`config.mk`:
```
export PLATFORM = sky130hd
export DESIGN_NAME = uart_tx_flat
export DESIGN_NICKNAME = d
export VERILOG_FILES = /design/src/rtl/uart_pkg.sv /design/src/rtl/uart_tx_if.sv /design/src/rtl/uart_bit_timer.sv /design/src/rtl/uart_tx.sv /design/src/flat_wrapper.sv
export SDC_FILE = /design/constraint.sdc
export NUM_CORES = 1
export LEC_CHECK = 0
export ABC_AREA = 1
export CAP_MARGIN = 40
export CORE_MARGIN = 1
export CORE_UTILIZATION = 61
export CTS_BUF_LIST = sky130_fd_sc_hd__clkbuf_4 sky130_fd_sc_hd__clkbuf_8
export DETAILED_ROUTE_END_ITERATION = 8
export HOLD_SLACK_MARGIN = 0.1
export PLACE_DENSITY = 0.86
export SYNTH_ARGS = -nofsm -noshare
export SYNTH_HDL_FRONTEND = slang
export SYNTH_SLANG_ARGS = --single-unit
```
`constraint.sdc`:
```
create_clock -name i_clk -period 4.5 [get_ports i_clk]
set_input_delay 0.45 -clock i_clk [delete_from_list [all_inputs] [get_ports i_clk]]
set_output_delay 0.45 -clock i_clk [all_outputs]
set_load 0.01 [all_outputs]
```
`src/rtl/uart_pkg.sv`:
```
// Shared UART definitions: FSM state encoding (common with uart_rx), frame
// constants and the data-length mask helper.
package uart_pkg;

    localparam int UART_LEN_OFFSET = 6;
    localparam int UART_CE_PER_BIT = 8;
    localparam int UART_DATA_W     = 9;

    localparam logic [2:0] S_IDLE   = 3'd0;
    localparam logic [2:0] S_START  = 3'd1;
    localparam logic [2:0] S_SHIFT  = 3'd2;
    localparam logic [2:0] S_PARITY = 3'd3;
    localparam logic [2:0] S_STOP_2 = 3'd4;
    localparam logic [2:0] S_STOP   = 3'd5;

    // Keeps only the (len + 6) data bits so parity ignores the unused upper bits.
    function automatic logic [UART_DATA_W-1:0] uart_len_mask(input logic [1:0] len);
        case (len)
            2'd0:    uart_len_mask = 9'h03F;
            2'd1:    uart_len_mask = 9'h07F;
            2'd2:    uart_len_mask = 9'h0FF;
            default: uart_len_mask = 9'h1FF;
        endcase
    endfunction

endpackage

```
`src/rtl/uart_tx_if.sv`:
```
// Write port of the UART transmitter holding register.
// Handshake: a word transfers on a rising i_clk where wr=1 and ready=1; ready
// drops the following clock, and wr while ready=0 is ignored (no stall, no queue).
interface uart_tx_if;
    import uart_pkg::*;

    logic                   wr;
    logic [UART_DATA_W-1:0] data;
    logic                   ready;

    modport master (output wr, output data, input ready);
    modport slave  (input wr, input data, output ready);

endinterface

```
`src/rtl/uart_bit_timer.sv`:
```
// Bit-period divider: counts i_ce pulses while enabled and pulses o_bit_end on
// the last pulse of each bit. Shared with uart_rx.
module uart_bit_timer #(
    parameter int CE_PER_BIT = 8
) (
    input  logic i_clk,
    input  logic i_rst,
    input  logic i_clear,
    input  logic i_en,
    input  logic i_ce,
    output logic o_bit_end
);

    localparam int CW = (CE_PER_BIT > 1) ? $clog2(CE_PER_BIT) : 1;

    logic [CW-1:0] cnt;

    assign o_bit_end = i_en && i_ce && (cnt == CW'(CE_PER_BIT - 1));

    always_ff @(posedge i_clk) begin
        if (i_rst || i_clear) begin
            cnt <= '0;
        end else if (i_en && i_ce) begin
            cnt <= o_bit_end ? '0 : cnt + 1'b1;
        end
    end

endmodule

```
`src/rtl/uart_tx.sv`:
```
// UART transmitter: one-word holding register feeding a frame serialiser
// (start, 6..9 data bits LSB first, optional parity, 1 or 2 stop bits).
module uart_tx
    import uart_pkg::*;
#(
    parameter int CE_PER_BIT = UART_CE_PER_BIT
) (
    input  logic       i_clk,
    input  logic       i_rst,
    input  logic       i_ce,
    input  logic [1:0] i_length,
    input  logic       i_stop2,
    input  logic       i_parity,
    input  logic       i_odd,
    uart_tx_if.slave   wr_if,
    output logic       o_tx,
    output logic       o_busy,
    output logic [2:0] o_state
);

    logic [2:0]             state;
    logic                   hold_valid;
    logic [UART_DATA_W-1:0] hold_data;
    logic [UART_DATA_W-1:0] shifter;
    logic [UART_DATA_W-1:0] masked;
    logic [3:0]             bit_cnt;
    logic [1:0]             len_l;
    logic                   stop2_l;
    logic                   parity_l;
    logic                   par_bit;
    logic                   tx_r;
    logic                   bit_end;

    assign masked = hold_data & uart_len_mask(i_length);

    uart_bit_timer #(.CE_PER_BIT(CE_PER_BIT)) u_timer (
        .i_clk     (i_clk),
        .i_rst     (i_rst),
        .i_clear   (state == S_IDLE),
        .i_en      (state != S_IDLE),
        .i_ce      (i_ce),
        .o_bit_end (bit_end)
    );

    always_ff @(posedge i_clk) begin
        if (i_rst) begin
            state      <= S_IDLE;
            hold_valid <= 1'b0;
            hold_data  <= '0;
            shifter    <= '0;
            bit_cnt    <= '0;
            len_l      <= '0;
            stop2_l    <= 1'b0;
            parity_l   <= 1'b0;
            par_bit    <= 1'b0;
            tx_r       <= 1'b1;
        end else begin
            if (wr_if.wr && !hold_valid) begin
                hold_valid <= 1'b1;
                hold_data  <= wr_if.data;
            end else if (state == S_IDLE && hold_valid) begin
                hold_valid <= 1'b0;
            end

            case (state)
                S_IDLE: begin
                    // Frame config and parity are frozen here for the whole frame.
                    if (hold_valid) begin
                        state    <= S_START;
                        tx_r     <= 1'b0;
                        shifter  <= masked;
                        len_l    <= i_length;
                        stop2_l  <= i_stop2;
                        parity_l <= i_parity;
                        par_bit  <= (^masked) ^ i_odd;
                    end
                end
                S_START: begin
                    if (bit_end) begin
                        state   <= S_SHIFT;
                        bit_cnt <= 4'(len_l) + 4'(UART_LEN_OFFSET);
                        tx_r    <= shifter[0];
                    end
                end
                S_SHIFT: begin
                    if (bit_end) begin
                        shifter <= shifter >> 1;
                        bit_cnt <= bit_cnt - 4'd1;
                        if (bit_cnt == 4'd1) begin
                            if (parity_l) begin
                                state <= S_PARITY;
                                tx_r  <= par_bit;
                            end else begin
                                state <= stop2_l ? S_STOP_2 : S_STOP;
                                tx_r  <= 1'b1;
                            end
                        end else begin
                            tx_r <= shifter[1];
                        end
                    end
                end
                S_PARITY: begin
                    if (bit_end) begin
                        state <= stop2_l ? S_STOP_2 : S_STOP;
                        tx_r  <= 1'b1;
                    end
                end
                S_STOP_2: begin
                    if (bit_end) state <= S_STOP;
                end
                S_STOP: begin
                    if (bit_end) state <= S_IDLE;
                end
                default: begin
                    state <= S_IDLE;
                    tx_r  <= 1'b1;
                end
            endcase
        end
    end

    assign wr_if.ready = !hold_valid;
    assign o_tx        = tx_r;
    assign o_busy      = (state != S_IDLE);
    assign o_state     = state;

endmodule
```
`src/flat_wrapper.sv`:
```
// flat-port wrapper written by rule: the top's interface ports become plain ports
module uart_tx_flat import uart_pkg::*;
#(
    parameter int CE_PER_BIT = UART_CE_PER_BIT
)
  (i_clk, i_rst, i_ce, i_length, i_stop2, i_parity, i_odd, o_tx, o_busy, o_state, wr_if_wr, wr_if_data, wr_if_ready);
  uart_tx_if wr_if_i ();
  input  logic i_clk;
  input  logic i_rst;
  input  logic i_ce;
  input  logic [1:0] i_length;
  input  logic i_stop2;
  input  logic i_parity;
  input  logic i_odd;
  output logic o_tx;
  output logic o_busy;
  output logic [2:0] o_state;
  input wire logic [$bits(wr_if_i.wr)-1:0] wr_if_wr;
  input wire logic [$bits(wr_if_i.data)-1:0] wr_if_data;
  output wire logic [$bits(wr_if_i.ready)-1:0] wr_if_ready;
  assign wr_if_i.wr = wr_if_wr;
  assign wr_if_i.data = wr_if_data;
  assign wr_if_ready = wr_if_i.ready;
  uart_tx #(.CE_PER_BIT(CE_PER_BIT)) u_core (.i_clk(i_clk), .i_rst(i_rst), .i_ce(i_ce), .i_length(i_length), .i_stop2(i_stop2), .i_parity(i_parity), .i_odd(i_odd), .wr_if(wr_if_i), .o_tx(o_tx), .o_busy(o_busy), .o_state(o_state));
endmodule
```
---- Word-level counts from Yosys, hierarchy flattened ----
Index checks and enable logic that the tools add are counted.
Widths: inputs -> output; s select.
storage, ports and cells
  output and inout port bits .............. 6
  word-level logic and storage cells ...... 79
  bits of input ports ..................... 18
  bits in registers ....................... 35
operators by class
  equality and inequality tests ........... 16
  add/sub/neg operators ................... 3
  reductions and logical operators ........ 19
  mux-type cells .......................... 27
  bitwise gates (word level) .............. 3
operators with widths
  kind                 number
  $mux 3               9
  $pmux 9 s3           1
  $mux 9               2
  $pmux 3 s6           1
  $pmux 9 s2           1
  $ne 2x2->1 const B   5
  $and 9x9->9          1
  $eq 3x3->1 const B   3
  $mux 1               9
  $reduce_xor 9->1     1
  $mux 4               2
  $pmux 4 s2           1
  $reduce_and 7->1     1
  $eq 3x2->1 const B   2
  $reduce_and 3->1     2
  $reduce_bool 2->1    3
  $pmux 1 s5           1
  $reduce_and 5->1     1
  $add 2x3->4 const B  1
  $eq 4x1->1 const B   1
  $logic_and 1x1->1    4
  $ne 2x1->1 const B   2
  $sub 4x1->4 const B  1
  $add 3x1->3 const B  1
  other kinds (12)     12

---- Depth between registers and ports, before layout ----
  word-level depth ........................ 5
  mapped depth ............................ 11
  depth with buffers taken out ............ 11

---- Modules after synthesis ----
Synthesis repeated with hierarchy kept, for this count alone.
second synthesis, totals
  cell total of the unflattened synthesis .. 267
  area, all modules ....................... 1816.7 µm²
by module, submodules not included
  module          sequential area each (µm²)  area an instance (µm²)  times used  cells an instance
  uart_tx         640.6                       1630.3                  1           241
  uart_bit_timer  60.1                        186.4                   1           26

---- Worst setup path before layout ----
No wires, ideal clock.
  path type ............................... flip-flop to flip-flop
  from .................................... register u_core.u_timer.cnt[0]
  to ...................................... register u_core.state[0] (netlist: u_core.o_state[0])
  path slack .............................. 3.058 ns
  setup time .............................. 0.113 ns
  cell stages (with the launch flop) ...... 11
  arrival ................................. 1.329 ns
  clock period less this slack ............ 1.442 ns
  data required time ...................... 4.387 ns
  path buffers ............................ 0
  cell sequence ........................... dfxtp_1 ha_1 ha_1 inv_1 o211ai_1 nand2_1 inv_1 nand2_1 nand2_1 nand2_1 nor2_1
on the way
  longest elaborated chain between the ends .. 4
  elaborated cells on any way between the ends .. 8
  those cells by class .................... eq/ne (6); reduce/logical (2)
RTL lines
  item                                 RTL line              source
  from (decl)                          uart_bit_timer.sv:16  logic [CW-1:0] cnt;
  from (signal assigned)               uart_bit_timer.sv:24  cnt <= o_bit_end ? '0 : cnt + 1'b1;
  $eq 3x3->1 *                         uart_bit_timer.sv:18  assign o_bit_end = i_en && i_ce && (cnt == CW'(CE_PER_BIT - 1));
  $logic_and 1x1->1 *                  uart_bit_timer.sv:18
  $ne 2x2->1 (no source line)          -
  $reduce_and 7->1 (no source line) *  -
  to (signal assigned)                 uart_tx.sv:94         state <= stop2_l ? S_STOP_2 : S_STOP;
  to (signal assigned)                 uart_tx.sv:104        state <= stop2_l ? S_STOP_2 : S_STOP;
  to (decl)                            uart_tx.sv:21         logic [2:0] state;
Mark *: on every way between the ends. The rest lies on a longest branch, timed or not.
A chain may end at the register's enable or synchronous reset.

---- Worst setup path after layout ----
  from .................................... register u_core.state[1] (netlist: u_core.o_state[1])
  to ...................................... output port o_busy
on the way
  longest elaborated chain between the ends .. 1
RTL lines
  item               RTL line            source
  $reduce_bool 3->1  uart_tx.sv:124      assign o_busy = (state != S_IDLE);
  to (decl)          flat_wrapper.sv:16  output logic o_busy;
Every way passes these cells.

==> reports/results.ini <==
[detailed_routing]
ant_nets=0
viasPerCell=5.41
drt_iter0_markers=119
routed-via-count=1736
post-route-drc-count=4
wl_per_cell_um=11.7
routed_wl_um=3740
first_pass_iters=6

[logic_synthesis]
synth_area_leaders=dfxtp_1, nand2_1, o21ai_0
synth_cell_type_count=31
synth_top_area_cell=dfxtp_1
syn_nets=288
synth_area_sq_um=1850
yosysSeqAreaShare_pct=37.8
syn_area_per_cell_sq_um=6.97
synth_seq_cells=35
syn_inst=266
synth_top_area_share_pct=37.8
yosysWarnings=0

[clock_tree]
worstSkewPairLatency_ps=330
clk_pin_slew_ps=100
clock_sinks=35
post_cts_buffers=0
cts-resized-gates=0
clockBufferDepth=2
holdBufCountCts=0
htree_levels=2
cts_root_buf=clkbuf_4
cts_buffers=5
cts_tree=yes

[critical_path]
crit_path_end_kind=output port
required_ps=4050
crit_path_top_delay_cell=clkdlybuf4s50_1
r2r_start=u_core.u_timer.cnt[0]$_SDFFE_PP0P_
crit_chain=inv_2 > nand2_4 > clkdlybuf4s50_1
cp_max_fo=6
crit_start=u_core.o_state[1]$_SDFFE_PP0P_
start_kind=flop
cp_slowest_stage_delay_ps=540
worstPathArrival_ps=1640
setup.worst_path.class=flop to output port

[layout]
multi_input_area_sq_um=961
final_common_cell=nand2_1
finalCoreUtilization_pct=75.7
n_antenna_cell=0
areaGrowthSynthToFinish_pct=15.5
fillers=242
finalNonFillerCells=321
fin_nets=313
final_cell_mix=nand2_1, inv_1, dfxtp_1, o21ai_0, nor2_1
regArea_sq_um=701
final_layout_size_suffix_gt1_share_pct=7.24

[sta]
hold_viol_final=0
min_period_over_period_pct=46.4
fin_ws_ps=2410
min_period_ps=2090
finClkSkew_ps=8.42
timing.setup.tns_ps=0
setup_viol=0
worstMarginPinSlew_ps=708
relSlewSlack_pct=52.8
rsz0062_at_grt=no
clock.fmax_mhz=479
slew_violations=0

[die]
dieArea_sq_um=3260
ioPinCount=24
coreArea_sq_um=2830
die_h_um=57.1
start_util_pct=65.5
core.rowCount=19
die_w_um=57.1

[min_path]
hp-class=flop to flop
min_from=u_core.shifter[4]$_SDFFE_PP0P_

[run_status]
violations=design-rule violations
status=finished, violations left

[global_routing]
track_usage_pct=26.1
gr-total-overflow=0
grt_max_degree=29
antenna_found_initial=0
grt_pass1_vias=1570
grt_pass1_wl_um=6550

[power_and_ir_drop]
p_leak_nw=0.956
power.density_nw_per_um2=564
p_clk_share_pct=13.1
power_w=0.00121
combinationalPowerShare_pct=50.0
p_sw_w=0.000527
p_seq_share_pct=37.0
ir_worst_vdd_uv=323
p_int_w=0.000681
switching_share_pct=43.6

[run]
maxCapViolations=0

[placement]
dp_hpwl_um=2740
dp_cells=315
pre_cts_ws_ps=2460
globalplace.congestion=0.897
portBuffers=23

[flip-flops by register name, summed over array words and instances, names as in the netlist]
register / flops
u_core.len_l: 2
u_core.bit_cnt: 4
u_core.parity_l: 1
u_core.o_tx: 1
u_core.stop2_l: 1
u_core.o_state: 3
u_core.par_bit: 1
u_core.hold_valid: 1
u_core.hold_data: 9
u_core.shifter: 9
u_core.u_timer.cnt: 3
[per-stage QoR]
step / hold WS (ps) / cell area [sq um]
5_1_grt: 482 / 2140
3_5_place_dp: 443 / 2100
2_1_floorplan: 425 / 1850
3_3_place_gp: 439 / 2100
6_report: 455 / 2140
4_1_cts: 458 / 2140
[cells in the mapped netlist]
cell type,n
nand2_1,49
inv_1,42
dfxtp_1,35
o21ai_0,34
nor2_1,24
a21oi_1,21
nand3_1,19
o211ai_1,5
ha_1,4
a21oi_2,3
clkbuf_1,3
nand2_4,3
nand4_1,3
nor2_2,2
nor2_4,2
o21ai_1,2
a21boi_0,1
buf_2,1
buf_6,1
clkinv_1,1
inv_2,1
nand2_2,1
nor2_8,1
nor3_1,1
nor3b_1,1
o21ai_2,1
o21bai_4,1
o31ai_1,1
or2_1,1
xnor2_1,1
xor2_1,1
[cell families after synthesis]
| group | Yosys count | share of synthesized area, % |
|---|---|---|
| AND/OR/NAND/NOR | 107 | 27.1 |
| AO/OA/AOI/OAI | 69 | 21.1 |
| buffers and inverters | 49 | 10.4 |
| flip-flops | 35 | 37.8 |
| adder cells (fa/ha/maj) | 4 | 2.70 |
| XOR/XNOR | 2 | 0.945 |
[cell type report]
cell class	instances	area share, %
Timing Repair Buffer	23	10.8
Clock buffer	6	2.10
Multi-Input combinational cell	182	44.9
Inverter	44	7.71
Tap cell	31	1.81
Sequential cell	35	32.7
[power groups by stage]
stage	clock (W)	combinational [W]	sequential [W]
2_1_floorplan	0	0.000456	0.000448
3_3_place_gp	0	0.000583	0.000449
3_5_place_dp	0	0.000596	0.000452
4_1_cts	0.000164	0.000602	0.000445
5_1_grt	0.000174	0.000688	0.000453
6_report	0.000158	0.000604	0.000446
[layer usage]
metal	routed length, um	global-route usage, %	vias to the layer above
li1	-	-	910
met1	1700	31.7	773
met2	1790	44.2	45
met3	188	7.48	8
met4	61	9.06	0
met5	0	0	-
[path summary, 6_finish.rpt]
check                                   endpoint  slack (ps)  cells past startpoint
hold reg to reg   u_core.shifter[4]$_SDFFE_PP0P_         450                      2
setup / recovery                          o_busy        2410                      3
setup reg to reg  u_core.shifter[6]$_SDFFE_PP0P_        2760                      8
hold / removal    u_core.shifter[4]$_SDFFE_PP0P_         450                      2
[worst max-delay path: cells and delay by family, from the launching register on]
family | cells | cell delay, ps
buffers and inverters | 2 | 680
DFF | 1 | 510
and+or+nand+nor | 1 | 120
Note: power is estimated with default switching activity, not from simulation.
